==> config.mk <==
export PLATFORM = sky130hd
export DESIGN_NAME = line_follow_ctrl
export DESIGN_NICKNAME = d
export VERILOG_FILES = /design/src/rtl/line_follow_pkg.sv /design/src/rtl/line_follow_ctrl_pwm_gen.sv /design/src/rtl/line_follow_ctrl.sv
export SDC_FILE = /design/constraint.sdc
export NUM_CORES = 1
export LEC_CHECK = 0
export CORE_MARGIN = 5
export CORE_UTILIZATION = 55
export DETAILED_ROUTE_END_ITERATION = 10
export GPL_ROUTABILITY_DRIVEN = 0
export PLACE_DENSITY = 0.78
export SLEW_MARGIN = 15
export SYNTH_ARGS = -nofsm -noshare
export SYNTH_HDL_FRONTEND = slang
export SYNTH_SLANG_ARGS = --single-unit
export TNS_END_PERCENT = 10
==> constraint.sdc <==
create_clock -name clk -period 3.2 [get_ports clk]
set_clock_uncertainty 0.2 [all_clocks]
set_input_delay 0.32 -clock clk [delete_from_list [all_inputs] [get_ports clk]]
set_output_delay 0.32 -clock clk [all_outputs]
set_load 0.05 [all_outputs]
==> src/rtl/line_follow_pkg.sv <==
// Shared encodings for the line-follow motor controller.
//   state_e : controller state, also driven out on the 2-bit state port
//   DIR_*   : H-bridge direction bit values
//   side_e  : side of the bar on which the line was last seen
package line_follow_pkg;

   typedef enum logic [1:0] {
      ST_IDLE    = 2'd0,
      ST_FOLLOW  = 2'd1,
      ST_SEARCH  = 2'd2,
      ST_STOPPED = 2'd3
   } state_e;

   localparam logic DIR_FWD = 1'b1;
   localparam logic DIR_REV = 1'b0;

   typedef enum logic {
      SIDE_LEFT  = 1'b0,
      SIDE_RIGHT = 1'b1
   } side_e;

endpackage

==> src/rtl/line_follow_ctrl_pwm_gen.sv <==
// Single PWM channel.
//   clk, rst : clock, async active-high reset
//   duty     : requested duty; sampled only when the counter wraps
//   pwm      : high while the free-running counter is below the latched duty
module pwm_gen #(
   parameter int SPEED_W = 8
) (
   input  logic               clk,
   input  logic               rst,
   input  logic [SPEED_W-1:0] duty,
   output logic               pwm
);

   logic [SPEED_W-1:0] cnt_q;
   logic [SPEED_W-1:0] duty_q;

   // Duty is latched on the last count so a new value takes effect at the
   // start of a period and never truncates or stretches the current pulse.
   always_ff @(posedge clk or posedge rst) begin
      if (rst) begin
         cnt_q  <= '0;
         duty_q <= '0;
      end else begin
         cnt_q <= cnt_q + 1'b1;
         if (&cnt_q) duty_q <= duty;
      end
   end

   // Purely combinational from registers, so reset drops it immediately.
   assign pwm = (cnt_q < duty_q);

endmodule

==> src/rtl/line_follow_ctrl.sv <==
// Line-following motor controller.
//   clk, rst            : clock, async active-high reset
//   enable              : run request; low returns to IDLE on the next clock
//   sensors             : filtered sensor bar, 0 = line under sensor, MSB = left
//   pwm_out_l/r         : motor PWM pins
//   dir_l/r             : motor direction, 1 = forward
//   speed_l/r           : current registered duty per motor
//   state               : 0 IDLE, 1 FOLLOW, 2 SEARCH, 3 STOPPED
//   lost                : high while STOPPED (line search timed out)
module line_follow_ctrl
   import line_follow_pkg::*;
#(
   parameter int N_SENSORS    = 5,
   parameter int SPEED_W      = 8,
   parameter int STEP         = 32,
   parameter int SEARCH_SPD   = 96,
   parameter int TICK_DIV     = 4,
   parameter int LOST_TICKS   = 3,
   parameter int SEARCH_TICKS = 50
) (
   input  logic                 clk,
   input  logic                 rst,
   input  logic                 enable,
   input  logic [N_SENSORS-1:0] sensors,
   output logic                 pwm_out_l,
   output logic                 pwm_out_r,
   output logic                 dir_l,
   output logic                 dir_r,
   output logic [SPEED_W-1:0]   speed_l,
   output logic [SPEED_W-1:0]   speed_r,
   output logic [1:0]           state,
   output logic                 lost
);

   localparam int MAX = (1 << SPEED_W) - 1;
   localparam int TW  = (TICK_DIV > 1) ? $clog2(TICK_DIV) : 1;
   localparam int IW  = $clog2(N_SENSORS + 1);
   localparam int NLW = $clog2(LOST_TICKS + 1);
   localparam int SCW = $clog2(SEARCH_TICKS + 1);
   localparam logic [SPEED_W-1:0] SPD_MAX  = SPEED_W'(MAX);
   localparam logic [SPEED_W-1:0] SPD_SRCH = SPEED_W'(SEARCH_SPD);

   state_e             state_q, state_d;
   logic [SPEED_W-1:0] speed_l_q, speed_l_d, speed_r_q, speed_r_d;
   logic               dir_l_q, dir_l_d, dir_r_q, dir_r_d;
   logic [TW-1:0]      tick_q, tick_d;
   logic [NLW-1:0]     nl_q, nl_d, nl_inc;
   logic [SCW-1:0]     sc_q, sc_d, sc_inc;
   side_e              side_q, side_d;
   logic               tick;

   // ---------------- tick divider ----------------
   assign tick   = (tick_q == TW'(TICK_DIV - 1));
   assign tick_d = tick ? '0 : tick_q + 1'b1;
   assign nl_inc = nl_q + 1'b1;
   assign sc_inc = sc_q + 1'b1;

   // ---------------- position decode ----------------
   logic [N_SENSORS-1:0] det;
   logic [IW-1:0]        k, l_idx, r_idx;
   logic                 found;
   int                   err, mag, corr;
   logic [SPEED_W-1:0]   st_l, st_r;

   assign det = ~sensors;

   always_comb begin
      k     = '0;
      l_idx = '0;
      r_idx = '0;
      found = 1'b0;
      for (int i = 0; i < N_SENSORS; i++) begin
         if (det[i]) begin
            k     = k + 1'b1;
            l_idx = IW'(i);
            if (!found) r_idx = IW'(i);
            found = 1'b1;
         end
      end
   end

   // Positive err: line centroid left of centre, so slow the left wheel.
   always_comb begin
      err  = int'(l_idx) + int'(r_idx) - (N_SENSORS - 1);
      mag  = (err < 0) ? -err : err;
      corr = mag * STEP;
      if (corr > MAX) corr = MAX;
      st_l = SPD_MAX;
      st_r = SPD_MAX;
      // A full-bar crossbar reads as centred by geometry; drive straight.
      if (k != IW'(N_SENSORS)) begin
         if (err > 0)      st_l = SPEED_W'(MAX - corr);
         else if (err < 0) st_r = SPEED_W'(MAX - corr);
      end
   end

   // ---------------- state register ----------------
   always_ff @(posedge clk or posedge rst) begin
      if (rst) begin
         state_q   <= ST_IDLE;
         speed_l_q <= '0;
         speed_r_q <= '0;
         dir_l_q   <= DIR_FWD;
         dir_r_q   <= DIR_FWD;
         tick_q    <= '0;
         nl_q      <= '0;
         sc_q      <= '0;
         side_q    <= SIDE_LEFT;
      end else begin
         state_q   <= state_d;
         speed_l_q <= speed_l_d;
         speed_r_q <= speed_r_d;
         dir_l_q   <= dir_l_d;
         dir_r_q   <= dir_r_d;
         tick_q    <= tick_d;
         nl_q      <= nl_d;
         sc_q      <= sc_d;
         side_q    <= side_d;
      end
   end

   // ---------------- next state ----------------
   always_comb begin
      state_d = state_q;
      if (!enable) begin
         state_d = ST_IDLE;
      end else if (tick) begin
         case (state_q)
            ST_IDLE:    state_d = ST_FOLLOW;
            ST_FOLLOW:  if (k == '0 && nl_inc == NLW'(LOST_TICKS)) state_d = ST_SEARCH;
            // Detection is tested first so it wins over a coincident timeout.
            ST_SEARCH: begin
               if (k != '0)                          state_d = ST_FOLLOW;
               else if (sc_inc == SCW'(SEARCH_TICKS)) state_d = ST_STOPPED;
            end
            default:    state_d = state_q;
         endcase
      end
   end

   // ---------------- outputs / datapath ----------------
   always_comb begin
      speed_l_d = speed_l_q;
      speed_r_d = speed_r_q;
      dir_l_d   = dir_l_q;
      dir_r_d   = dir_r_q;
      nl_d      = nl_q;
      sc_d      = sc_q;
      side_d    = side_q;
      if (!enable) begin
         speed_l_d = '0;
         speed_r_d = '0;
         dir_l_d   = DIR_FWD;
         dir_r_d   = DIR_FWD;
         nl_d      = '0;
         sc_d      = '0;
      end else if (tick) begin
         if (k != '0 && err != 0) side_d = (err > 0) ? SIDE_LEFT : SIDE_RIGHT;
         case (state_q)
            ST_IDLE: begin
               speed_l_d = '0;
               speed_r_d = '0;
               dir_l_d   = DIR_FWD;
               dir_r_d   = DIR_FWD;
            end
            ST_FOLLOW: begin
               if (k == '0) begin
                  // No line: coast on the last command until the search kicks in.
                  if (nl_inc == NLW'(LOST_TICKS)) begin
                     nl_d      = '0;
                     speed_l_d = SPD_SRCH;
                     speed_r_d = SPD_SRCH;
                     dir_l_d   = (side_q == SIDE_LEFT) ? DIR_REV : DIR_FWD;
                     dir_r_d   = (side_q == SIDE_LEFT) ? DIR_FWD : DIR_REV;
                  end else begin
                     nl_d = nl_inc;
                  end
               end else begin
                  nl_d      = '0;
                  speed_l_d = st_l;
                  speed_r_d = st_r;
               end
            end
            ST_SEARCH: begin
               if (k != '0) begin
                  sc_d      = '0;
                  nl_d      = '0;
                  speed_l_d = st_l;
                  speed_r_d = st_r;
                  dir_l_d   = DIR_FWD;
                  dir_r_d   = DIR_FWD;
               end else if (sc_inc == SCW'(SEARCH_TICKS)) begin
                  sc_d      = '0;
                  speed_l_d = '0;
                  speed_r_d = '0;
                  dir_l_d   = DIR_FWD;
                  dir_r_d   = DIR_FWD;
               end else begin
                  sc_d = sc_inc;
               end
            end
            default: begin
               speed_l_d = '0;
               speed_r_d = '0;
               dir_l_d   = DIR_FWD;
               dir_r_d   = DIR_FWD;
            end
         endcase
      end
   end

   assign state   = state_q;
   assign lost    = (state_q == ST_STOPPED);
   assign speed_l = speed_l_q;
   assign speed_r = speed_r_q;
   assign dir_l   = dir_l_q;
   assign dir_r   = dir_r_q;

   pwm_gen #(.SPEED_W(SPEED_W)) u_pwm_l (
      .clk  (clk),
      .rst  (rst),
      .duty (speed_l_q),
      .pwm  (pwm_out_l)
   );

   pwm_gen #(.SPEED_W(SPEED_W)) u_pwm_r (
      .clk  (clk),
      .rst  (rst),
      .duty (speed_r_q),
      .pwm  (pwm_out_r)
   );

endmodule

==> Yosys cells after proc, flatten, opt, wreduce, memory -nomap -nowiden <==
Index checks and enable logic that the tools add are counted.
{ "classes": {"eq_ne": 17, "n_mux": 73, "n_lt_le_gt_ge": 5, "add_sub_neg": 13, "reduce_logical": 14, "bitwise_logic": 1} }
{ "op_table": {"columns": ["cell", "count"], "rows": [
  ["$mux 8", 16],
  ["$mux 3", 13],
  ["$gt 32x9->1 const B", 1],
  ["$pmux 8 s2", 2],
  ["$reduce_bool 32->1", 1],
  ["$mux 6", 5],
  ["$mux 27", 1],
  ["$neg 5->27", 1],
  ["$mux 2", 11],
  ["$mux 1", 21],
  ["$add 8x1->8 const B", 2],
  ["$lt 8x8->1", 2],
  ["$reduce_and 8->1", 2],
  ["$ne 3x3->1 const B", 5],
  ["$add 3x1->3 const B", 4],
  ["$reduce_and 3->1", 3],
  ["$eq 2x2->1 const B", 4],
  ["$ne 4x4->1 const B", 2],
  ["$reduce_and 4->1", 2],
  ["$sub 1x8->8 const A", 1],
  ["$add 6x1->6 const B", 1],
  ["$eq 6x6->1 const B", 1],
  ["$pmux 2 s3", 1],
  ["$gt 5x1->1 const B", 1],
  ["16 further kinds", 20]
]} }
{ "totals": {"input_bits": 8, "ff_bits": 63} }

==> Depth between registers and ports, before layout <==
Gate-level depths: netlist (run 1).
{ "depth": {"word_depth": 24, "mapped_depth": 15, "ltp_nobuf": 15} }

==> Modules after synthesis <==
From an unflattened synthesis (run 1), not the netlist that was laid out.
{ "hier_totals": {"hier_cells": 360, "area_unflattened_um2": 3537.1} }
{ "by_module_without_submodules": {"columns": ["mod", "cells_per_inst", "instances", "seq_area_each_um2", "area_per_inst_um2"], "rows": [
  ["line_follow_ctrl", 221, 1, 578.1, 1928.1],
  ["pwm_gen at u_pwm_l", 69, 1, 400.4, 808.3],
  ["pwm_gen at u_pwm_r", 70, 1, 400.4, 800.8]
]} }

==> Least setup slack after synthesis (run 1) <==
OpenSTA, ideal clock, no wires.
{ "synth_timing": {"path_type": "input -> register", "startpoint": "input port sensors[4]", "endpoint": "register speed_r_q[4], in the netlist speed_r[4]", "t_arrival_ns": 3.097, "path_stages": 15, "required_ns": 2.933, "setup_slack_ns": -0.165, "cell_sequence": "clkbuf_1 mux2i_1 nand2_1 nand2_1 o21ai_0 ha_1 ha_1 inv_1 fa_1 or4b_2 a41oi_1 a31oi_1 nor2b_1 nor3_1 mux2_2"} }
{ "synth_between": {"elab_chain_cells": 16, "elab_cells_between_ends": 27, "classes_between": "add/sub: 4; order compare: 3; eq/ne: 3; mux: 13; bitwise: 1; reduce/logical: 3"} }
{ "synth_lines": {"columns": ["element", "line", "rtl"], "rows": [
  ["start: declaration", "line_follow_ctrl.sv:24", "input logic [N_SENSORS-1:0] sensors,"],
  ["$not 5->5 (*)", "line_follow_ctrl.sv:65", "assign det = ~sensors;"],
  ["$mux 3", "line_follow_ctrl.sv:73", "if (det[i]) begin"],
  ["$add 3x3->4", "line_follow_ctrl.sv:84", "err = int'(l_idx) + int'(r_idx) - (N_SENSORS - 1);"],
  ["$sub 4x3->5", "line_follow_ctrl.sv:84", null],
  ["$neg 5->27 or $lt 5x1->1 (tied branches)", "line_follow_ctrl.sv:85, line_follow_ctrl.sv:93", null],
  ["$mux 27", "line_follow_ctrl.sv:85", "mag = (err < 0) ? -err : err;"],
  ["$gt 32x9->1", "line_follow_ctrl.sv:87", "if (corr > MAX) corr = MAX;"],
  ["$mux 8", "line_follow_ctrl.sv:87", null],
  ["$sub 1x8->8", "line_follow_ctrl.sv:93", "else if (err < 0) st_r = SPEED_W'(MAX - corr);"],
  ["$mux 8", "line_follow_ctrl.sv:93", null],
  ["$mux 8", "line_follow_ctrl.sv:92", "if (err > 0) st_l = SPEED_W'(MAX - corr);"],
  ["$mux 8", "line_follow_ctrl.sv:91", "if (k != IW'(N_SENSORS)) begin"],
  ["$mux 8 (on tied branches)", "line_follow_ctrl.sv:185, line_follow_ctrl.sv:167", null],
  ["$pmux 8 s2", "line_follow_ctrl.sv:159", "case (state_q)"],
  ["$mux 8", "line_follow_ctrl.sv:157", "end else if (tick) begin"],
  ["$mux 8", "line_follow_ctrl.sv:150", "if (!enable) begin"],
  ["end signal: assignment", "line_follow_ctrl.sv:112", "speed_r_q <= speed_r_d;"],
  ["end: declaration", "line_follow_ctrl.sv:44", "logic [SPEED_W-1:0] speed_l_q, speed_l_d, speed_r_q, speed_r_d;"]
]} }
Every way passes the cells marked *; elsewhere a longest branch is shown, timed or not. The select of a mux whose other input is x is not followed.
A chain may end at the register's enable or synchronous reset.

==> Worst setup path in the final report (run 1) <==
{ "layout_timing": {"startpoint": "input port sensors[1]", "endpoint": "register speed_r_q[4], in the netlist speed_r[4]"} }
{ "layout_between": {"elab_chain_cells": 22, "elab_cells_between_ends": 45, "classes_between": "add/sub: 7; order compare: 3; eq/ne: 3; mux: 28; bitwise: 1; reduce/logical: 3"} }
{ "layout_lines": {"columns": ["element", "line", "rtl"], "rows": [
  ["$not 5->5 (*)", "line_follow_ctrl.sv:65", null],
  ["$mux 1", "line_follow_ctrl.sv:73", null],
  ["$mux 3", "line_follow_ctrl.sv:76", "if (!found) r_idx = IW'(i);"],
  ["$mux 3", "line_follow_ctrl.sv:73", null],
  ["$mux 3", "line_follow_ctrl.sv:76", null],
  ["$mux 3", "line_follow_ctrl.sv:73", null],
  ["$mux 3", "line_follow_ctrl.sv:76", null],
  ["$mux 3", "line_follow_ctrl.sv:73", null],
  ["[6 not listed]", null, null],
  ["$sub 1x8->8", "line_follow_ctrl.sv:93", null],
  ["$mux 8", "line_follow_ctrl.sv:93", null],
  ["$mux 8", "line_follow_ctrl.sv:92", null],
  ["$mux 8", "line_follow_ctrl.sv:91", null],
  ["$mux 8 (on tied branches)", "line_follow_ctrl.sv:185, line_follow_ctrl.sv:167", null],
  ["$pmux 8 s2", "line_follow_ctrl.sv:159", null],
  ["$mux 8", "line_follow_ctrl.sv:157", null],
  ["$mux 8", "line_follow_ctrl.sv:150", null]
]} }
Marked as above.

==> flow_summary.html, run 1 <==
<table>
<tr><th>Metric</th><th>Value</th></tr>
<tr><th colspan="2">Status</th></tr>
<tr><td>Status</td><td>finished, final reports clean</td></tr>
<tr><th colspan="2">Min path</th></tr>
<tr><td>Number of cells on the worst hold path</td><td>1</td></tr>
<tr><td>HP Start</td><td>tick_q[0]</td></tr>
<tr><td>Hold EP</td><td>tick_q[0]</td></tr>
<tr><td>Hold WC Path Type</td><td>register to register</td></tr>
<tr><th colspan="2">Critical path</th></tr>
<tr><td>Flop2flop setup slack</td><td>0.64 ns</td></tr>
<tr><td>Launch instance of the worst register-to-register path</td><td>sc_q[0]</td></tr>
<tr><td>Worst Setup End Kind</td><td>register</td></tr>
<tr><td>Delay-heaviest family, CP</td><td>adder cells</td></tr>
<tr><td>Depth of the critical timing path with buffers and inverters included</td><td>14</td></tr>
<tr><td>Worst-path cell chain</td><td>clkbuf_2, buf_6, ha_4, a21boi_1, ha_1, ha_2, inv_1, fa_1, or4b_4, a41oi_2, a31oi_2, nor2b_1, nor3_1, mux2_4</td></tr>
<tr><td>Capture instance of the worst register-to-register path</td><td>speed_r[7]</td></tr>
<tr><td>Cell type of the slowest stage on the worst timing path</td><td>fa_1</td></tr>
<tr><td>Kind of start point of the critical path</td><td>input pin</td></tr>
<tr><td>Source of the critical timing path</td><td>sensors[1]</td></tr>
<tr><td>Type of the worst setup path</td><td>input pin to register</td></tr>
<tr><td>Arrival time at the worst endpoint</td><td>3.06 ns</td></tr>
<tr><td>Data required time at the worst endpoint</td><td>3.24 ns</td></tr>
<tr><td>Worst path buffer plus inverter count</td><td>3</td></tr>
<tr><td>Number of cells on the worst reg-to-reg path</td><td>9</td></tr>
<tr><td>Top fanout value on the critical path</td><td>3</td></tr>
<tr><td>Biggest cell delay along the critical path</td><td>0.51 ns</td></tr>
<tr><th colspan="2">Drt</th></tr>
<tr><td>Average routed wire per standard cell</td><td>14.5 um</td></tr>
<tr><td>Post-route DRC</td><td>0</td></tr>
<tr><td>DR vias</td><td>2578</td></tr>
<tr><td>Total routed wirelength</td><td>6.64 mm</td></tr>
<tr><td>DRC violation total after the first TritonRoute iteration</td><td>178</td></tr>
<tr><td>Number of nets with antenna violations after detailed routing</td><td>0</td></tr>
<tr><td>Via density per instance</td><td>5.62</td></tr>
<tr><td>Initial DRT Pass Iterations</td><td>4</td></tr>
<tr><th colspan="2">Synthesis</th></tr>
<tr><td>Mapped Cells</td><td>324</td></tr>
<tr><td>Register bit total from synthesis</td><td>47</td></tr>
<tr><td>Synth unique cells</td><td>54</td></tr>
<tr><td>Netlist area before placement</td><td>3150 um2</td></tr>
<tr><td>Number of enable flip-flop cells after synthesis</td><td>0</td></tr>
<tr><td>Synthesis Warnings</td><td>0</td></tr>
<tr><td>Main flop type after synthesis</td><td>dfrtp_1</td></tr>
<tr><td>Synthesized area per cell</td><td>9.73 um2</td></tr>
<tr><td>Share of synthesized registers carrying an async set or reset</td><td>100%</td></tr>
<tr><td>Fraction of the yosys area taken by sequential cells</td><td>37.4%</td></tr>
<tr><td>Post-synthesis net count</td><td>367</td></tr>
<tr><th colspan="2">Place</th></tr>
<tr><td>Number of input and output port buffers inserted</td><td>30</td></tr>
<tr><td>HPWL after DPL</td><td>5.08 mm</td></tr>
<tr><td>Number of placed instances, taps included</td><td>450</td></tr>
<tr><th colspan="2">STA</th></tr>
<tr><td>Fraction of the cycle the final worst path needs</td><td>94.4%</td></tr>
<tr><td>Fmax</td><td>331 MHz</td></tr>
<tr><td>Setup repair after global routing missed its margin</td><td>no</td></tr>
<tr><td>Summed negative setup slack over all endpoints</td><td>0 ns</td></tr>
<tr><td>Actual slew at the worst max-slew pin</td><td>0.943 ns</td></tr>
<tr><td>Max-slew violation count</td><td>0</td></tr>
<tr><td>Max transition margin</td><td>37.0%</td></tr>
<tr><td>Worst-case hold slack</td><td>0.241 ns</td></tr>
<tr><td>Post-layout min period</td><td>3.02 ns</td></tr>
<tr><td>Setup-violating endpoint count in the final report</td><td>0</td></tr>
<tr><td>Final hold violation count</td><td>0</td></tr>
<tr><th colspan="2">Global route</th></tr>
<tr><td>Initial antenna violation count</td><td>0</td></tr>
<tr><td>Final global-route overflow total</td><td>0</td></tr>
<tr><td>Global Route Usage Sum</td><td>19.2%</td></tr>
<tr><td>Largest net degree at the start of global routing</td><td>48</td></tr>
<tr><td>Wire length of the first global-routing pass</td><td>11.6 mm</td></tr>
<tr><td>Number of global-route vias before repair</td><td>2557</td></tr>
<tr><th colspan="2">Power</th></tr>
<tr><td>Sequential fraction of design power</td><td>44.2%</td></tr>
<tr><td>Combinational Power Share</td><td>23.5%</td></tr>
<tr><td>Leakage power of the design</td><td>1.80 nW</td></tr>
<tr><td>Cell Pwr Density</td><td>359 nW/um2</td></tr>
<tr><td>Power spent charging and discharging nets</td><td>0.410 mW</td></tr>
<tr><td>Cell-internal power</td><td>0.987 mW</td></tr>
<tr><td>Total power consumption of the routed design</td><td>1.40 mW</td></tr>
<tr><td>Share of total power consumed by net switching</td><td>29.4%</td></tr>
<tr><td>Clock share of power</td><td>32.4%</td></tr>
<tr><td>VDD IR max</td><td>234 uV</td></tr>
<tr><th colspan="2">CTS</th></tr>
<tr><td>H-tree depth reported by CTS</td><td>2</td></tr>
<tr><td>TritonCTS clock tree</td><td>done</td></tr>
<tr><td>Clock buffer depth</td><td>2</td></tr>
<tr><td>Clock sink total</td><td>47</td></tr>
<tr><td>Root buffer cell</td><td>clkbuf_8</td></tr>
<tr><td>Reg clk slew, reported paths</td><td>0.10 ns</td></tr>
<tr><td>Hold buffer count at cts</td><td>0</td></tr>
<tr><td>Number of CTS-inserted buffers</td><td>5</td></tr>
<tr><td>Clk_lat worst skew</td><td>0.31 ns</td></tr>
<tr><th colspan="2">Cells and area</th></tr>
<tr><td>Number of nets in the finished design</td><td>429</td></tr>
<tr><td>Proportion of layout cells with a drive suffix above 1</td><td>20.2%</td></tr>
<tr><td>Antenna diodes</td><td>0</td></tr>
<tr><td>Area Growth Syn to Fin</td><td>23.4%</td></tr>
<tr><td>Number of standard cells in the layout, taps in and fillers out</td><td>459</td></tr>
<tr><td>Filler cell count in the final layout</td><td>429</td></tr>
<tr><th colspan="2">Floorplanning</th></tr>
<tr><td>Effective utilization at floorplan</td><td>56.9%</td></tr>
<tr><td>DIE WIDTH</td><td>85.7 um</td></tr>
<tr><td>Area enclosed by the die boundary</td><td>7350 um2</td></tr>
<tr><td>Vertical die dimension</td><td>85.7 um</td></tr>
<tr><td>Number of I/O pins</td><td>31</td></tr>
<tr><td>Total core area</td><td>5540 um2</td></tr>
<tr><td>Row count</td><td>27</td></tr>
<tr><th colspan="2">Job</th></tr>
<tr><td>Max-Cap Viols</td><td>0</td></tr>
</table>
placed cells by master, fill, tap and decap left out, types with 8 or more instances in the layout:
master / netlist / final
buf_4: 8 / 40
clkdlybuf4s50_1: 0 / 23
dfrtp_1: 45 / 45
ha_1: 34 / 32
inv_1: 33 / 32
nand2_1: 23 / 23
nand3_1: 12 / 12
nand4_1: 8 / 8
nor2_1: 13 / 12
o21ai_0: 18 / 17
xnor2_1: 13 / 13
layer usage:
metal	wire length [um]	track usage (%)	vias to the layer above
met2	3350	33.2	57
met3	249	2.79	12
met4	110	6.33	0
met1	2930	24.8	1242
met5	0	0	-
li1	-	-	1267
sequential cells by signal, indices dropped and copies added (netlist names), 4 cells and up:
signal          flops
u_pwm_r.duty_q      4
sc_q                6
u_pwm_r.cnt_q       8
speed_l             4
u_pwm_l.duty_q      4
u_pwm_l.cnt_q       8
speed_r             4
stage by stage:
| step | worst slack (ns) | area (um2) | utilization [%] |
|---|---|---|---|
| floorplan | 0.0198 | 3170 | - |
| global placement | -0.551 | 3750 | 67.7 |
| detailed placement | -0.674 | 3750 | 67.7 |
| CTS | 0.0243 | 3890 | 70.2 |
| global route | 0.0547 | 3890 | 70.2 |
| finish | 0.178 | 3890 | 70.2 |
synthesized netlist by cell type, types with 5 or more instances:
cell      instances  area (um2)
and2_1            5        31.3
nor3_1            5        25.0
a21oi_1           6        30.0
nor2_1           13        48.8
buf_4             8        60.1
nor2b_1           5        31.3
a21o_1            7        52.6
a31oi_1           5        31.3
nand4_1           8        50.1
mux2_2            6        67.6
o21ai_0          18        90.1
nand2b_1          5        31.3
ha_1             34         425
inv_1            33         124
clkbuf_1          5        18.8
nand3_1          12        60.1
dfrtp_1          45        1130
o31ai_1           5        37.5
xnor2_1          13         114
nand2_1          23        86.3
area by class of cell:
cell class	instances	area, um2	share of cell area, %
inverter	33	124	3.18
multi-input combinational	230	1810	46.5
clock inverter	3	46.3	1.19
timing repair buffer	69	574	14.8
sequential	47	1180	30.3
clock buffer	5	68.8	1.77
tap	72	90.1	2.32
cells by family after synthesis:
kind of cell / share of synthesized area [%]
flops: 37.4
compound gates: 16.5
xor+xnor: 6.47
fa+ha+maj: 14.1
mux: 3.45
simple gates: 15.4
buf+inv: 6.59
worst max path at each step:
stage / endpoint
2_1_floorplan: state[0]
4_1_cts: speed_r[4]
3_5_place_dp: sc_q[0]
5_1_grt: speed_r[4]
6_report: speed_r[4]
3_3_place_gp: speed_l[4]
repair_timing:
action | in CTS | in global routing
resized for setup | 14 | 9
buffers inserted | 1 | 0
setup endpoints to repair | 21 | 19
pin swaps | 5 | 6
hold endpoints to repair | 0 | 0
power by group through the flow:
stage | Combinational, mW | Sequential (mW) | Clock [mW]
2_1_floorplan | 0.180 | 0.645 | 0
3_3_place_gp | 0.309 | 0.628 | 0
3_5_place_dp | 0.320 | 0.628 | 0
4_1_cts | 0.324 | 0.617 | 0.457
5_1_grt | 0.359 | 0.620 | 0.478
6_report | 0.328 | 0.617 | 0.452
(Power assumes the default switching activity.)
==> run 2: changes to the inputs <==
ABC_AREA = 1   (was unset)
PLACE_DENSITY = unset   (was 0.78)
PLACE_DENSITY_LB_ADDON = 0.2   (was unset)
==> flow_summary.html, run 2 <==
<table>
<tr><th>Metric</th><th>Value</th></tr>
<tr><th colspan="2">Status</th></tr>
<tr><td>Status</td><td>finished, final reports clean</td></tr>
<tr><th colspan="2">Cells and area</th></tr>
<tr><td>Proportion of layout cells with a drive suffix above 1</td><td>13.8% (-6.3 points)</td></tr>
<tr><td>Number of nets in the finished design</td><td>505 (+18%)</td></tr>
<tr><td>Registers with the most flip-flops</td><td>u_pwm_l.cnt_q: 8 flops, u_pwm_r.cnt_q: 8 flops, sc_q: 6 flops</td></tr>
<tr><td>Area Growth Syn to Fin</td><td>18.1%</td></tr>
<tr><td>Layout Cell Area excl Fill</td><td>3910 um2 (+0.45%)</td></tr>
<tr><td>Commonest cells after routing, fill and taps aside</td><td>nand2_1 (98), inv_1 (56), dfrtp_1 (45)</td></tr>
<tr><td>Fin util</td><td>66.4% (-3.8 points)</td></tr>
<tr><td>Antenna diodes</td><td>0 (unchanged)</td></tr>
<tr><td>Most common cell after layout, fill and taps aside</td><td>nand2_1</td></tr>
<tr><th colspan="2">CTS</th></tr>
<tr><td>Reg clk slew, reported paths</td><td>0.09 ns (about the same)</td></tr>
<tr><td>Post-CTS repair timing setup buffer count</td><td>0 (-1)</td></tr>
<tr><td>H-tree depth reported by CTS</td><td>2 (unchanged)</td></tr>
<tr><td>Root buffer cell</td><td>clkbuf_8</td></tr>
<tr><td>TritonCTS clock tree</td><td>done</td></tr>
<tr><td>Number of CTS-inserted buffers</td><td>5 (unchanged)</td></tr>
<tr><td>Clk_lat worst skew</td><td>0.30 ns (about the same)</td></tr>
<tr><td>Clock sink total</td><td>47 (unchanged)</td></tr>
<tr><td>Clock buffer depth</td><td>2 (unchanged)</td></tr>
<tr><th colspan="2">Synthesis</th></tr>
<tr><td>Post-synthesis net count</td><td>463 (+26%)</td></tr>
<tr><td>Number of enable flip-flop cells after synthesis</td><td>0 (unchanged)</td></tr>
<tr><td>Synthesis Warnings</td><td>0 (unchanged)</td></tr>
<tr><td>Synth unique cells</td><td>41 (-24%)</td></tr>
<tr><td>Share of synthesized registers carrying an async set or reset</td><td>100% (unchanged)</td></tr>
<tr><td>Main flop type after synthesis</td><td>dfrtp_1</td></tr>
<tr><td>Top cells by count, synth</td><td>nand2_1 (98), inv_1 (57), dfrtp_1 (45)</td></tr>
<tr><td>Area fraction of the dominant cell type after synthesis</td><td>34.0% (-1.7 points)</td></tr>
<tr><td>Register bit total from synthesis</td><td>47 (unchanged)</td></tr>
<tr><td>Most frequent cell after synthesis</td><td>nand2_1</td></tr>
<tr><td>Synthesized area per cell</td><td>7.88 um2 (-19%)</td></tr>
<tr><td>Fraction of the yosys area taken by sequential cells</td><td>35.6% (-1.8 points)</td></tr>
<tr><td>Mapped Cells</td><td>420 (+30%)</td></tr>
<tr><td>Most area-consuming cells after synthesis</td><td>dfrtp_1 (34%), ha_1 (13%), nand2_1 (11%)</td></tr>
<tr><td>Netlist area before placement</td><td>3310 um2 (+5.0%)</td></tr>
<tr><td>Top cell type by total area after synthesis</td><td>dfrtp_1</td></tr>
<tr><th colspan="2">Critical path</th></tr>
<tr><td>Cell type of the slowest stage on the worst timing path</td><td>clkdlybuf4s50_1</td></tr>
<tr><td>Flop2flop setup slack</td><td>1.10 ns (+0.46 ns)</td></tr>
<tr><td>Worst Setup End Kind</td><td>output pin</td></tr>
<tr><td>Top fanout value on the critical path</td><td>5 (+2)</td></tr>
<tr><td>Capture instance of the worst register-to-register path</td><td>speed_l[4]</td></tr>
<tr><td>Number of cells on the worst reg-to-reg path</td><td>12 (+3)</td></tr>
<tr><td>Worst-path cell chain</td><td>inv_1, ha_1, a21boi_0, o211ai_1, nand2_1, a21oi_1, clkdlybuf4s50_1</td></tr>
<tr><td>Type of the worst setup path</td><td>register to output pin</td></tr>
<tr><td>Data required time at the worst endpoint</td><td>2.68 ns (-0.56 ns)</td></tr>
<tr><td>Arrival time at the worst endpoint</td><td>2.40 ns (-0.66 ns)</td></tr>
<tr><td>Worst path buffer plus inverter count</td><td>2 (-1)</td></tr>
<tr><td>Launch instance of the worst register-to-register path</td><td>sc_q[0]</td></tr>
<tr><td>Delay-heaviest family, CP</td><td>buffers and inverters</td></tr>
<tr><td>Kind of start point of the critical path</td><td>register</td></tr>
<tr><td>Biggest cell delay along the critical path</td><td>0.82 ns (+0.31 ns)</td></tr>
<tr><th colspan="2">Power</th></tr>
<tr><td>Cell Pwr Density</td><td>454 nW/um2 (+26%)</td></tr>
<tr><td>Total power consumption of the routed design</td><td>1.77 mW (+27%)</td></tr>
<tr><td>VDD IR max</td><td>413 uV (+77%)</td></tr>
<tr><td>Leakage power of the design</td><td>2.06 nW (+15%)</td></tr>
<tr><th colspan="2">STA</th></tr>
<tr><td>Worst-case hold slack</td><td>0.231 ns (-0.00997 ns)</td></tr>
<tr><td>Fraction of the cycle the final worst path needs</td><td>91.3% (-3.1 points)</td></tr>
<tr><td>Setup repair after global routing missed its margin</td><td>no</td></tr>
<tr><td>Final hold violation count</td><td>0 (unchanged)</td></tr>
<tr><td>Max transition margin</td><td>36.0% (-1.0 points)</td></tr>
<tr><td>Fmax</td><td>342 MHz (+3.4%)</td></tr>
<tr><td>Post-layout min period</td><td>2.92 ns (-0.101 ns)</td></tr>
<tr><td>Max-slew violation count</td><td>0 (unchanged)</td></tr>
<tr><td>Summed negative setup slack over all endpoints</td><td>0 ns (unchanged)</td></tr>
<tr><td>Actual slew at the worst max-slew pin</td><td>0.959 ns (+0.0153 ns)</td></tr>
<tr><td>Setup-violating endpoint count in the final report</td><td>0 (unchanged)</td></tr>
<tr><th colspan="2">Job</th></tr>
<tr><td>Max-Cap Viols</td><td>0 (unchanged)</td></tr>
<tr><th colspan="2">Floorplanning</th></tr>
<tr><td>Row count</td><td>28 (+3.7%)</td></tr>
<tr><td>Vertical die dimension</td><td>87.6 um (+2.2%)</td></tr>
<tr><td>Area enclosed by the die boundary</td><td>7670 um2 (+4.4%)</td></tr>
<tr><td>Total core area</td><td>5890 um2 (+6.2%)</td></tr>
<tr><td>Number of I/O pins</td><td>31 (unchanged)</td></tr>
<tr><td>DIE WIDTH</td><td>87.6 um (+2.2%)</td></tr>
<tr><td>Effective utilization at floorplan</td><td>56.2% (-0.66 points)</td></tr>
<tr><th colspan="2">Min path</th></tr>
<tr><td>Hold WC Path Type</td><td>register to register</td></tr>
<tr><td>Hold EP</td><td>tick_q[0]</td></tr>
<tr><td>Number of cells on the worst hold path</td><td>1 (unchanged)</td></tr>
<tr><td>HP Start</td><td>tick_q[0]</td></tr>
<tr><th colspan="2">Place</th></tr>
<tr><td>Post-detailed-placement cell area</td><td>3730 um2 (-0.50%)</td></tr>
<tr><td>HPWL after DPL</td><td>4.66 mm (-8.3%)</td></tr>
<tr><td>Number of input and output port buffers inserted</td><td>30 (unchanged)</td></tr>
<tr><th colspan="2">Global route</th></tr>
<tr><td>Final global-route overflow total</td><td>0 (unchanged)</td></tr>
<tr><td>Number of global-route vias before repair</td><td>2675 (+4.6%)</td></tr>
<tr><td>Global Route Usage Sum</td><td>17.7% (-1.5 points)</td></tr>
<tr><td>Wire length of the first global-routing pass</td><td>11.0 mm (-5.0%)</td></tr>
<tr><td>Initial antenna violation count</td><td>0 (unchanged)</td></tr>
<tr><td>Largest net degree at the start of global routing</td><td>48 (unchanged)</td></tr>
<tr><th colspan="2">Drt</th></tr>
<tr><td>Total routed wirelength</td><td>6.01 mm (-9.6%)</td></tr>
<tr><td>Number of nets with antenna violations after detailed routing</td><td>0 (unchanged)</td></tr>
<tr><td>Via density per instance</td><td>4.97 (-11%)</td></tr>
<tr><td>Post-route DRC</td><td>0 (unchanged)</td></tr>
<tr><td>Average routed wire per standard cell</td><td>11.2 um (-23%)</td></tr>
<tr><td>Initial DRT Pass Iterations</td><td>4 (unchanged)</td></tr>
<tr><td>DR vias</td><td>2675 (+3.8%)</td></tr>
<tr><td>DRC violation total after the first TritonRoute iteration</td><td>106 (-40%)</td></tr>
</table>
==> run 2: metrics by stage <==
step	worst slack [ns]	instances
after CTS	0.00622	538
after global placement	-0.246	530
after global routing	0.0804	538
final	0.279	538
after floorplan	0.0246	420
after detailed placement	-0.318	530
==> run 2: layout make-up <==
cell class                      count  area [um2]
Clock buffer                        6        82.6
Tap cell                           75        93.8
Multi-Input combinational cell    301        1840
Clock inverter                      2        38.8
Sequential cell                    47        1180
Timing Repair Buffer               47         443
Inverter                           60         236
Fill cell                         492        1980
==> run 2: cells by family (layout without fill, tap and decap cells) <==
| logic type | count (synthesis) | in the layout | share of synthesized area [%] |
|---|---|---|---|
| AO/OA/AOI/OAI | 48 | 48 | 8.58 |
| XOR/XNOR | 15 | 15 | 3.97 |
| adder cells (fa/ha/maj) | 35 | 35 | 13.5 |
| buffers and inverters | 72 | 115 | 10.2 |
| flip-flops | 47 | 47 | 35.6 |
| AND/OR/NAND/NOR | 203 | 203 | 28.2 |
==> run 2: worst max-delay path by stage <==
stage / from / end / slack (ns) / cells past startpoint
CTS: sensors[0] / speed_r[7] / 0.006 / 19
global route: u_pwm_l.duty_q[4] / pwm_out_l / 0.08 / 7
floorplan: u_pwm_r.duty_q[4] / pwm_out_r / 0.02 / 7
detailed placement: sensors[0] / speed_l[7] / -0.32 / 19
finish: u_pwm_l.duty_q[4] / pwm_out_l / 0.28 / 7
global placement: sensors[0] / speed_l[7] / -0.25 / 19
==> run 2: power by group <==
group	switching (mW)	internal [mW]
sequential	0.0382	0.638
combinational	0.419	0.217
clock	0.205	0.257
total	0.662	1.11
==> run 2: layer usage <==
metal	global-route usage (%)	routed length (um)
met4	6.56	71
met5	0	0
met3	3.67	234
met1	21.5	2710
met2	31.0	2990
==> run 2: timing repair <==
item                                    in CTS  in global routing
hold endpoints to repair                     0                  0
endpoints found under the setup margin       2                 21
pin swaps                                    0                  1
resized for setup                            1                 12
hold buffers                                 0                  0
==> run 2: worst reg2reg max path: stages, from the launching register on <==
cell and delay [ns]:
dfrtp_1 0.45, ha_1 0.26, inv_1 0.06, nand2_1 0.06
a21boi_1 0.14, nand2_1 0.07, nor2_1 0.10, nand2_1 0.10
nand2_2 0.13, a21oi_2 0.07, nor2_2 0.24, nand2_1 0.09
nand2_1 0.08
==> run 3: changes to the inputs <==
CORE_UTILIZATION = 52   (was 55)
clock period = 2.4 ns   (was 3.2 ns; I/O delays follow)
==> flow_summary.html, run 3 (synthesis gave the netlist of run 2 again) <==
<table>
<tr><th>Metric</th><th>Value</th></tr>
<tr><th colspan="2">Place</th></tr>
<tr><td>Post-Place Worst Slack</td><td>-1.09 ns (-0.767 ns)</td></tr>
<tr><td>Number of input and output port buffers inserted</td><td>30 (unchanged)</td></tr>
<tr><td>HPWL after DPL</td><td>4.80 mm (+2.9%)</td></tr>
<tr><td>Number of placed instances, taps included</td><td>538 (+1.5%)</td></tr>
<tr><th colspan="2">Critical path</th></tr>
<tr><td>Type of the worst setup path</td><td>input pin to register</td></tr>
<tr><td>Most common cell type on the critical path</td><td>nand2_1</td></tr>
<tr><td>Top fanout value on the critical path</td><td>5 (unchanged)</td></tr>
<tr><td>Kind of start point of the critical path</td><td>input pin</td></tr>
<tr><td>Worst-path cell chain</td><td>buf_8, ha_4, inv_4, nor3_4, o32ai_2, ha_2, ha_4, inv_2, fa_2, nand3_2, nand2_1, nand2_1, nand2_1, inv_2, nand3_2, nand2_2, nor2_2, nor2_1, nand2_1, nand2_1</td></tr>
<tr><td>Biggest cell delay along the critical path</td><td>0.58 ns (-0.24 ns)</td></tr>
<tr><td>Cell type of the slowest stage on the worst timing path</td><td>fa_2</td></tr>
<tr><td>Data required time at the worst endpoint</td><td>2.41 ns (-0.27 ns)</td></tr>
<tr><td>Worst Setup End Kind</td><td>register</td></tr>
<tr><td>Arrival time at the worst endpoint</td><td>2.58 ns (+0.18 ns)</td></tr>
<tr><th colspan="2">STA</th></tr>
<tr><td>Max-slew violation count</td><td>0 (unchanged)</td></tr>
<tr><td>Fraction of the cycle the final worst path needs</td><td>107%</td></tr>
<tr><td>Fmax</td><td>389 MHz</td></tr>
<tr><td>Final critical-path setup slack</td><td>-0.171 ns (-0.450 ns)</td></tr>
<tr><td>Actual slew at the worst max-slew pin</td><td>0.510 ns (-0.448 ns)</td></tr>
<tr><td>Worst-case hold slack</td><td>-0.00416 ns (-0.235 ns)</td></tr>
<tr><td>Setup repair after global routing missed its margin</td><td>yes</td></tr>
<tr><td>Post-layout min period</td><td>2.57 ns</td></tr>
<tr><td>Final hold violation count</td><td>10 (+10)</td></tr>
<tr><td>Max transition margin</td><td>65.9% (+30 points)</td></tr>
<tr><td>Setup-violating endpoint count in the final report</td><td>15 (+15)</td></tr>
<tr><th colspan="2">Drt</th></tr>
<tr><td>Total routed wirelength</td><td>6.27 mm (+4.4%)</td></tr>
<tr><td>Post-route DRC</td><td>0 (unchanged)</td></tr>
<tr><td>Initial DRT Pass Iterations</td><td>4 (unchanged)</td></tr>
<tr><td>Via density per instance</td><td>4.91 (-1.2%)</td></tr>
<tr><td>Uppermost layer routed</td><td>met4</td></tr>
<tr><td>Met2 layer wire length in the routed design</td><td>3.15 mm (+5.3%)</td></tr>
<tr><td>DR vias</td><td>2691 (+0.60%)</td></tr>
<tr><td>Number of nets with antenna violations after detailed routing</td><td>0 (unchanged)</td></tr>
<tr><td>DRC violation total after the first TritonRoute iteration</td><td>138 (+30%)</td></tr>
<tr><td>Wire length on met1</td><td>2.83 mm (+4.5%)</td></tr>
<tr><td>Average routed wire per standard cell</td><td>11.4 um (+2.5%)</td></tr>
<tr><td>Met3 wirelength from detailed routing</td><td>183 um (-22%)</td></tr>
<tr><th colspan="2">CTS</th></tr>
<tr><td>Number of CTS-inserted buffers</td><td>5 (unchanged)</td></tr>
<tr><td>Hold buffer count at cts</td><td>0 (unchanged)</td></tr>
<tr><td>H-tree depth reported by CTS</td><td>2 (unchanged)</td></tr>
<tr><td>Clock buffer depth</td><td>2 (unchanged)</td></tr>
<tr><td>Reg clk slew, reported paths</td><td>0.09 ns (about the same)</td></tr>
<tr><td>Clock sink total</td><td>47 (unchanged)</td></tr>
<tr><td>TritonCTS clock tree</td><td>done</td></tr>
<tr><td>Clk_lat worst skew</td><td>0.30 ns (about the same)</td></tr>
<tr><td>Root buffer cell</td><td>clkbuf_8</td></tr>
<tr><th colspan="2">Cells and area</th></tr>
<tr><td>Proportion of layout cells with a drive suffix above 1</td><td>21.9% (+8.0 points)</td></tr>
<tr><td>Antenna diodes</td><td>0 (unchanged)</td></tr>
<tr><td>Number of standard cells in the layout, taps in and fillers out</td><td>548 (+1.9%)</td></tr>
<tr><td>Number of nets in the finished design</td><td>513 (+1.6%)</td></tr>
<tr><td>Most common cell after layout, fill and taps aside</td><td>nand2_1</td></tr>
<tr><td>Area Growth Syn to Fin</td><td>24.6%</td></tr>
<tr><td>Commonest cells after routing, fill and taps aside</td><td>nand2_1 (94), inv_1 (49), dfrtp_1 (45)</td></tr>
<tr><td>Registers with the most flip-flops</td><td>u_pwm_l.cnt_q: 8 flops, u_pwm_r.cnt_q: 8 flops, sc_q: 6 flops</td></tr>
<tr><th colspan="2">Global route</th></tr>
<tr><td>Number of global-route vias before repair</td><td>2689 (+0.52%)</td></tr>
<tr><td>Wire length of the first global-routing pass</td><td>11.3 mm (+2.2%)</td></tr>
<tr><td>Final global-route overflow total</td><td>0 (unchanged)</td></tr>
<tr><td>Global Route Usage Sum</td><td>16.3% (-1.4 points)</td></tr>
<tr><td>Largest net degree at the start of global routing</td><td>38 (-21%)</td></tr>
<tr><td>Initial antenna violation count</td><td>0 (unchanged)</td></tr>
<tr><th colspan="2">Power</th></tr>
<tr><td>Total power consumption of the routed design</td><td>2.44 mW (+37%)</td></tr>
<tr><td>VDD IR max</td><td>560 uV (+36%)</td></tr>
<tr><td>Leakage power of the design</td><td>2.07 nW (+0.50%)</td></tr>
<tr><td>Sequential fraction of design power</td><td>36.9% (-1.2 points)</td></tr>
<tr><td>Combinational Power Share</td><td>37.4% (+1.5 points)</td></tr>
<tr><td>Power spent charging and discharging nets</td><td>0.921 mW (+39%)</td></tr>
<tr><td>Cell-internal power</td><td>1.52 mW (+37%)</td></tr>
<tr><td>Clock share of power</td><td>25.6% (-0.4 points)</td></tr>
<tr><td>Share of total power consumed by net switching</td><td>37.8% (+0.43 points)</td></tr>
<tr><td>Cell Pwr Density</td><td>592 nW/um2 (+30%)</td></tr>
<tr><th colspan="2">Status</th></tr>
<tr><td>Failing checks</td><td>hold timing, setup timing</td></tr>
<tr><td>Status</td><td>finished, violations left</td></tr>
<tr><th colspan="2">Floorplanning</th></tr>
<tr><td>DIE WIDTH</td><td>89.8 um (+2.5%)</td></tr>
<tr><td>Vertical die dimension</td><td>89.8 um (+2.5%)</td></tr>
<tr><td>Area enclosed by the die boundary</td><td>8060 um2 (+5.1%)</td></tr>
<tr><td>Total core area</td><td>6280 um2 (+6.7%)</td></tr>
<tr><td>Row count</td><td>29 (+3.6%)</td></tr>
<tr><td>Number of I/O pins</td><td>31 (unchanged)</td></tr>
<tr><td>Effective utilization at floorplan</td><td>52.7% (-3.5 points)</td></tr>
<tr><th colspan="2">Job</th></tr>
<tr><td>Max-Cap Viols</td><td>0 (unchanged)</td></tr>
<tr><th colspan="2">Min path</th></tr>
<tr><td>Hold WC Path Type</td><td>input pin to async pin</td></tr>
</table>
-- run 3: timing repair --
action | 4_1_cts | 5_1_grt
pin swaps | 14 | 17
cloned | 0 | 0
endpoints found under the setup margin | 21 | 23
setup buffers | 1 | 1
resized for setup | 35 | 18
-- run 3: layer usage --
| layer | up-vias | track usage [%] |
|---|---|---|
| li1 | 1429 | - |
| met1 | 1218 | 19.5 |
| met4 | 0 | 4.53 |
| met5 | - | 0 |
| met2 | 35 | 29.1 |
| met3 | 9 | 3.51 |
-- run 3: critical path, delay by kind of cell --
| kind | cells | cell delay [ns] |
|---|---|---|
| AOI/OAI and AO/OA | 1 | 0.27 |
| buffers and inverters | 4 | 0.27 |
| and+or+nand+nor | 11 | 0.69 |
| adders and majority gates | 4 | 1.11 |
-- run 3: cell type report --
| type | count | area [um2] |
|---|---|---|
| clock buffers | 6 | 82.6 |
| clock inverters | 2 | 38.8 |
| fillers | 557 | 2150 |
| inverters | 60 | 241 |
| multi-input cells | 301 | 1970 |
| flip-flops and latches | 47 | 1180 |
| well taps | 77 | 96.3 |
| repair buffers | 55 | 519 |
-- run 3: path summary, 6_finish.rpt --
| path | slack [ns] | endpoint | cells after the start | start |
|---|---|---|---|---|
| max | -0.17 | speed_l[5] | 20 | sensors[1] |
| min | -0.004 | sc_q[3] | 2 | rst |
| max reg2reg | 0.35 | speed_r[7] | 13 | sc_q[0] |
| min reg2reg | 0.23 | tick_q[0] | 1 | tick_q[0] |
| max in group asynchronous | 1.46 | dir_r | 3 | rst |
| min in group clk | 0.23 | tick_q[0] | 1 | tick_q[0] |
-- run 3: power by group through the flow --
stage          Sequential, mW  Combinational [mW]  Clock, mW
2_1_floorplan            1.05               0.492          0
3_3_place_gp            0.916               0.856          0
3_5_place_dp            0.916               0.871          0
4_1_cts                 0.902               0.897      0.638
5_1_grt                 0.912                1.00      0.660
6_report                0.901               0.913      0.626
-- run 3: stage by stage --
stage / hold slack (ns) / cell area, um2 / utilization [%] / TNS [ns]
after floorplan: 0.203 / 3360 / - / -3.60
after detailed placement: 0.224 / 3860 / 61.5 / -21.39
after global routing: 0.0379 / 4120 / 65.7 / -5.49
final: -0.00416 / 4120 / 65.7 / -1.43
after CTS: 0.00421 / 4060 / 64.7 / -1.59
after global placement: 0.213 / 3860 / 61.5 / -20.00
